==> config.mk <==
export PLATFORM = sky130hd
export DESIGN_NAME = flt2int_seq
export DESIGN_NICKNAME = d
export VERILOG_FILES = /design/src/rtl/flt2int_seq.sv
export SDC_FILE = /design/constraint.sdc
export NUM_CORES = 1
export LEC_CHECK = 0
export ABC_AREA = 1
export CAP_MARGIN = 0
export CORE_ASPECT_RATIO = 0.75
export CORE_MARGIN = 3
export CORE_UTILIZATION = 53
export DETAILED_ROUTE_END_ITERATION = 6
export PLACE_DENSITY_LB_ADDON = 0.15
export SETUP_SLACK_MARGIN = 0.02
export SYNTH_ARGS = -nofsm -noshare
export SYNTH_HDL_FRONTEND = slang
export SYNTH_SLANG_ARGS = --single-unit
==> constraint.sdc <==
create_clock -name clk_i -period 3.7 [get_ports clk_i]
set_clock_uncertainty 0.1 [all_clocks]
set_input_delay 0.925 -clock clk_i [delete_from_list [all_inputs] [get_ports clk_i]]
set_output_delay 0.925 -clock clk_i [all_outputs]
set_load 0.005 [all_outputs]
==> src/rtl/flt2int_seq.sv <==
// flt2int_seq: walks an array of big-endian half-precision floats in the
// byte-wide data memory. Each element goes through the external converter,
// and the 16-bit result is written back big-endian.
// Optional build macro FLT2INT_SEQ_STATS_EN adds sat_cnt_o, which counts
// operands with exponent >= 30.
//
// state | meaning
// IDLE  | waiting for start after reset
// RD_HI | read the float high byte at src
// RD_LO | read the float low byte at src+1
// CVT   | one-cycle converter launch pulse
// WAIT  | wait for converter done, bounded by TIMEOUT
// WR_HI | write the result high byte at dst
// WR_LO | write the result low byte at dst+1, then advance or finish
// DONE  | batch finished or aborted, done_o held until the next start
module flt2int_seq #(
  parameter logic [7:0] SRC_BASE = 8'd64,
  parameter logic [7:0] DST_BASE = 8'd66,
  parameter int         TIMEOUT  = 16
) (
  input  logic        clk_i,
  input  logic        reset_n_i,
  input  logic        start_i,
  input  logic [7:0]  count_i,
  input  logic [7:0]  src_i,
  input  logic [7:0]  dst_i,
  output logic [7:0]  mem_addr_o,
  output logic        mem_we_o,
  output logic [7:0]  mem_wdata_o,
  input  logic [7:0]  mem_rdata_i,
  output logic [15:0] cvt_flt_o,
  output logic        cvt_start_o,
  input  logic        cvt_done_i,
  input  logic [15:0] cvt_int_i,
`ifdef FLT2INT_SEQ_STATS_EN
  output logic [7:0]  sat_cnt_o,
`endif
  output logic        busy_o,
  output logic        done_o,
  output logic        err_o
);

  // The timeout counter holds TIMEOUT-1 down to 0, so it needs clog2(TIMEOUT) bits.
  localparam int TW = (TIMEOUT < 2) ? 1 : $clog2(TIMEOUT);
  localparam logic [TW-1:0] TMO_LOAD = TW'(TIMEOUT - 1);

  typedef enum logic [2:0] {
    IDLE, RD_HI, RD_LO, CVT, WAIT, WR_HI, WR_LO, DONE
  } state_t;

  state_t        state_q, state_d;
  logic [7:0]    src_q, src_d, dst_q, dst_d, cnt_q, cnt_d;
  logic [15:0]   flt_q, flt_d, res_q, res_d;
  logic [TW-1:0] tmo_q, tmo_d;
  logic          err_q, err_d;
  logic [7:0]    sat_q, sat_d;
  logic [7:0]    addr_q, addr_d, wdata_q, wdata_d;
  logic          we_q, we_d, cst_q, cst_d, busy_q, busy_d, done_q, done_d;

  // Next-state logic. Outputs are decoded from the next state so that they
  // are registered and line up with the state they belong to.
  always_comb begin
    state_d = state_q;
    src_d   = src_q;
    dst_d   = dst_q;
    cnt_d   = cnt_q;
    flt_d   = flt_q;
    res_d   = res_q;
    tmo_d   = tmo_q;
    err_d   = err_q;
    sat_d   = sat_q;
    case (state_q)
      IDLE, DONE: begin
        if (start_i) begin
          cnt_d   = count_i;
          src_d   = src_i;
          dst_d   = dst_i;
          err_d   = 1'b0;
          sat_d   = 8'd0;
          state_d = (count_i == 8'd0) ? DONE : RD_HI;
        end
      end
      RD_HI: begin
        flt_d[15:8] = mem_rdata_i;
        state_d     = RD_LO;
      end
      RD_LO: begin
        flt_d[7:0] = mem_rdata_i;
        state_d    = CVT;
      end
      CVT: begin
        tmo_d   = TMO_LOAD;
        state_d = WAIT;
        if (flt_q[14:10] >= 5'd30 && sat_q != 8'hFF) begin
          sat_d = sat_q + 8'd1;
        end
      end
      WAIT: begin
        if (cvt_done_i) begin
          res_d   = cvt_int_i;
          state_d = WR_HI;
        end else if (tmo_q == '0) begin
          err_d   = 1'b1;
          state_d = DONE;
        end else begin
          tmo_d = tmo_q - TW'(1);
        end
      end
      WR_HI: state_d = WR_LO;
      WR_LO: begin
        cnt_d = cnt_q - 8'd1;
        if (cnt_d == 8'd0) begin
          state_d = DONE;
        end else begin
          src_d   = src_q + 8'd2;
          dst_d   = dst_q + 8'd2;
          state_d = RD_HI;
        end
      end
      default: state_d = IDLE;
    endcase

    addr_d  = 8'd0;
    wdata_d = 8'd0;
    case (state_d)
      RD_HI: addr_d = src_d;
      RD_LO: addr_d = src_d + 8'd1;
      WR_HI: begin
        addr_d  = dst_d;
        wdata_d = res_d[15:8];
      end
      WR_LO: begin
        addr_d  = dst_d + 8'd1;
        wdata_d = res_d[7:0];
      end
      default: ;
    endcase
    we_d   = (state_d == WR_HI) || (state_d == WR_LO);
    cst_d  = (state_d == CVT);
    busy_d = (state_d != IDLE) && (state_d != DONE);
    done_d = (state_d == DONE);
  end

  // State, datapath and registered outputs. Reset aborts any batch at once.
  always_ff @(posedge clk_i or negedge reset_n_i) begin
    if (!reset_n_i) begin
      state_q <= IDLE;
      src_q   <= SRC_BASE;
      dst_q   <= DST_BASE;
      cnt_q   <= 8'd0;
      flt_q   <= 16'd0;
      res_q   <= 16'd0;
      tmo_q   <= '0;
      err_q   <= 1'b0;
      sat_q   <= 8'd0;
      addr_q  <= 8'd0;
      wdata_q <= 8'd0;
      we_q    <= 1'b0;
      cst_q   <= 1'b0;
      busy_q  <= 1'b0;
      done_q  <= 1'b0;
    end else begin
      state_q <= state_d;
      src_q   <= src_d;
      dst_q   <= dst_d;
      cnt_q   <= cnt_d;
      flt_q   <= flt_d;
      res_q   <= res_d;
      tmo_q   <= tmo_d;
      err_q   <= err_d;
      sat_q   <= sat_d;
      addr_q  <= addr_d;
      wdata_q <= wdata_d;
      we_q    <= we_d;
      cst_q   <= cst_d;
      busy_q  <= busy_d;
      done_q  <= done_d;
    end
  end

  assign mem_addr_o  = addr_q;
  assign mem_we_o    = we_q;
  assign mem_wdata_o = wdata_q;
  assign cvt_flt_o   = flt_q;
  assign cvt_start_o = cst_q;
  assign busy_o      = busy_q;
  assign done_o      = done_q;
  assign err_o       = err_q;
`ifdef FLT2INT_SEQ_STATS_EN
  assign sat_cnt_o   = sat_q;
`endif

endmodule

==> flow_summary.yaml <==
status:
  status: "finished clean"
pwr:
  switchingPower_mw: 3.06
  p_total_mw: 6.26
  seq_power_share: 0.255
  clkPwrFrac: 0.129
  ir_drop_v: 0.000503
  p_int_mw: 3.21
  powerDensity_mw_per_mm2: 1030
  p_leak_nw: 2.96
  switching_share: 0.488
  combPwrFrac: 0.616
placement:
  dp.cells: 775
  gp_congestion: 0.960
  dp_hpwl_um: 8680
  port_buffers: 88
die:
  initial_utilization: 0.556
  die_y_um: 88.4
  ioPinCount: 89
  die_x_um: 116
  die_area_sq_mm: 0.0102
  num_rows: 29
  core-area_sq_mm: 0.00864
timing:
  rsz0062_at_grt: "false"
  post-route-period-util: 0.926
  slew_headroom: 0.582
  setup_viol: 0
  fin_setup_tns_ns: 0
  hold_viol: 0
  drv_slew: 0
  whs_ns: 0.368
  fmaxAchievable_ghz: 0.292
  fin_crit_ns: 3.43
  tightest_slew_ns: 0.624
critical_path:
  worstSetupStartpoint: "cnt_q[0]"
  crit_slowest_cell: "dfrtp_1"
  slowest_delay_ns: 0.40
  crit_chain: "inv_2 > ha_2 > nand2_2 > nor2_2 > nand2_1 > nand2_2 > nand2_4 > nor2_8 > nand3_4 > o2111ai_1 > nand2_1 > inv_1 > ha_1 > inv_1 > nor2_8 > nand2_2 > nand2_2 > ha_1 > nand3_1 > nor2_1 > nand3_1 > nand3_1 > a21oi_1"
  cp_data_arrival_time_ns: 3.54
  cp_data_required_time_ns: 3.81
  cp_top_family: "simple AND/OR/NAND/NOR gates"
  reg2reg_from: "cnt_q[0]"
  cp_num_buf_inv: 3
  setup.worst_path.end_class: "register"
  start_kind: "register"
  cpMostUsedCell: "nand2_2"
  crit_path_max_fanout: 10
  path_class: "reg -> reg"
final_layout:
  stdcell_count: 790
  fin_nets: 741
  num_antenna_cells: 0
  regArea_sq_mm: 0.00211
  multi_input_area_sq_mm: 0.00232
  num-fill-cells: 670
  syn_to_final_growth_pct: 27.2
  drive_gt1_frac: 0.135
routing:
  post-route-drc-count: 0
  vias_per_cell: 5.39
  vias: 4255
  avgRoutedWirePerCell_um: 15.0
  ant_nets: 0
  first_iter_violations: 341
  wirelength_um: 11900
  drt-pass1-iter-count: 6
yosys:
  yosysMostFrequentCell: "nand2_1"
  yosys.area.top_type: "dfrtp_1"
  synth_top_area_frac: 0.422
  yosysSeqAreaShare: 0.439
  syn_inst: 580
  synth.distinct_cells: 44
  synth_area_leaders: "dfrtp_1 (42%), nand2_1 (14%), inv_1 (5.2%)"
  syn_nets: 643
  synth-edff-count: 0
  yosysWarnings: 0
  synth_flop_cell: "dfrtp_1"
  synth-seq-cells: 84
  syn-cell-area_sq_mm: 0.00480
  synth.avg_cell_area_sq_um: 8.27
  synthArstFlopShare: 1.00
  synthTopCellsByCount: "nand2_1 (173), dfrtp_1 (81), inv_1 (67)"
clocking:
  clock-root-buffer: "clkbuf_16"
  cts_resized: 0
  tritoncts: "done"
  clock_sinks: 84
  hold_buffers: 0
  cts_setup_buffers: 0
  insertion_delay_ns: 0.34
  cts_buffers: 9
  h-tree-depth: 3
  clk_pin_slew_worst_paths_ns: 0.06
  clock_path_buffers: 2
grt:
  antenna_found_initial: 0
  grt.total_usage: 0.246
  grt_pass1_vias: 3953
  grt_max_degree: 85
  grt_pass1_wl_um: 19600
  overflow: 0
min_path:
  hp-class: "reg -> reg"
  min_from: "res_q[0]"
run:
  maxCapViolCount: 0
flip-flops by register name, summed over array words and instances, names as in the netlist, 3 cells and up:
register / flops
cnt_q: 8
dst_q: 8
src_q: 8
state_q: 3
res_q: 16
tmo_q: 4
cvt_flt_o: 16
mem_addr_o: 8
mem_wdata_o: 8
worst register-to-register path: stages (launching register included):
cell and delay, ns:
dfrtp_1 0.40, inv_2 0.13, ha_2 0.23, nand2_2 0.08, nor2_2 0.12, nand2_1 0.07
nand2_2 0.07, nand2_4 0.07, nor2_8 0.22, nand3_4 0.14, o2111ai_1 0.11, nand2_1 0.09
inv_1 0.08, ha_1 0.24, inv_1 0.15, nor2_8 0.14, nand2_2 0.06, nand2_2 0.07
ha_1 0.19, nand3_1 0.11, nor2_1 0.18, nand3_1 0.10, nand3_1 0.09, a21oi_1 0.06
area by class of cell:
class                   count  share of cell area
multi-input cells         409               0.381
well taps                 108              0.0221
repair buffers            103               0.164
clock buffers               9              0.0369
flip-flops and latches     84               0.345
clock inverters             6             0.00656
inverters                  71              0.0441
power groups by stage:
stage	clock network [mW]	registers, mW	logic [mW]
floorplan	0	1.55	2.73
global placement	0	1.59	3.73
detailed placement	0	1.60	3.81
CTS	0.823	1.59	3.83
global route	0.862	1.64	4.31
finish	0.807	1.60	3.86
path summary, 6_finish.rpt:
path / endpoint / slack, ns / depth (start not counted)
worst min register to register: res_q[0] / 0.37 / 2
max in group asynchronous: dst_q[6] / 2.60 / 2
worst min-delay path: res_q[0] / 0.37 / 2
min in group asynchronous: mem_addr_o[7] / 0.49 / 2
worst max register to register: mem_addr_o[6] / 0.27 / 23
worst max-delay path: mem_addr_o[6] / 0.27 / 23
metrics by stage:
stage               setup WS, ns   util  area (sq um)
floorplan                  0.203      -          4800
global placement           0.118  0.676          5830
detailed placement       -0.0491  0.676          5830
CTS                        0.171  0.706          6100
global route              0.0272  0.707          6100
finish                     0.273  0.707          6100
cells in the final DEF (no fill, tap or decap), types with 5 or more instances in the layout:
cell,n
nor2_2,9
nand4_1,5
clkbuf_16,9
xor2_1,8
a22oi_1,5
buf_4,15
nor2_4,6
a21oi_1,15
nor2_1,18
clkdlybuf4s50_1,87
a221oi_1,7
nand2_2,14
o221ai_1,6
ha_1,10
a31oi_1,5
inv_1,66
nand3_1,45
dfrtp_1,81
nand2_4,6
nor3_1,6
a22o_1,8
nand2_1,173
o21ai_0,27
cell families after synthesis:
logic type / synth area share
adders and majority gates: 0.0287
and+or+nand+nor: 0.309
DFF: 0.439
AOI/OAI and AO/OA: 0.123
xor gates and xnor gates: 0.0216
muxes: 0.00209
buffers and inverters: 0.0774
per-layer routing:
| layer | vias to the layer above | wire, um | GRT usage |
|---|---|---|---|
| met3 | 11 | 1040 | 0.0759 |
| met2 | 170 | 5250 | 0.374 |
| met4 | 0 | 118 | 0.0664 |
| li1 | 2084 | - | - |
| met5 | - | 0 | 0 |
| met1 | 1990 | 5470 | 0.344 |
Power figures use the tool's default switching activity.
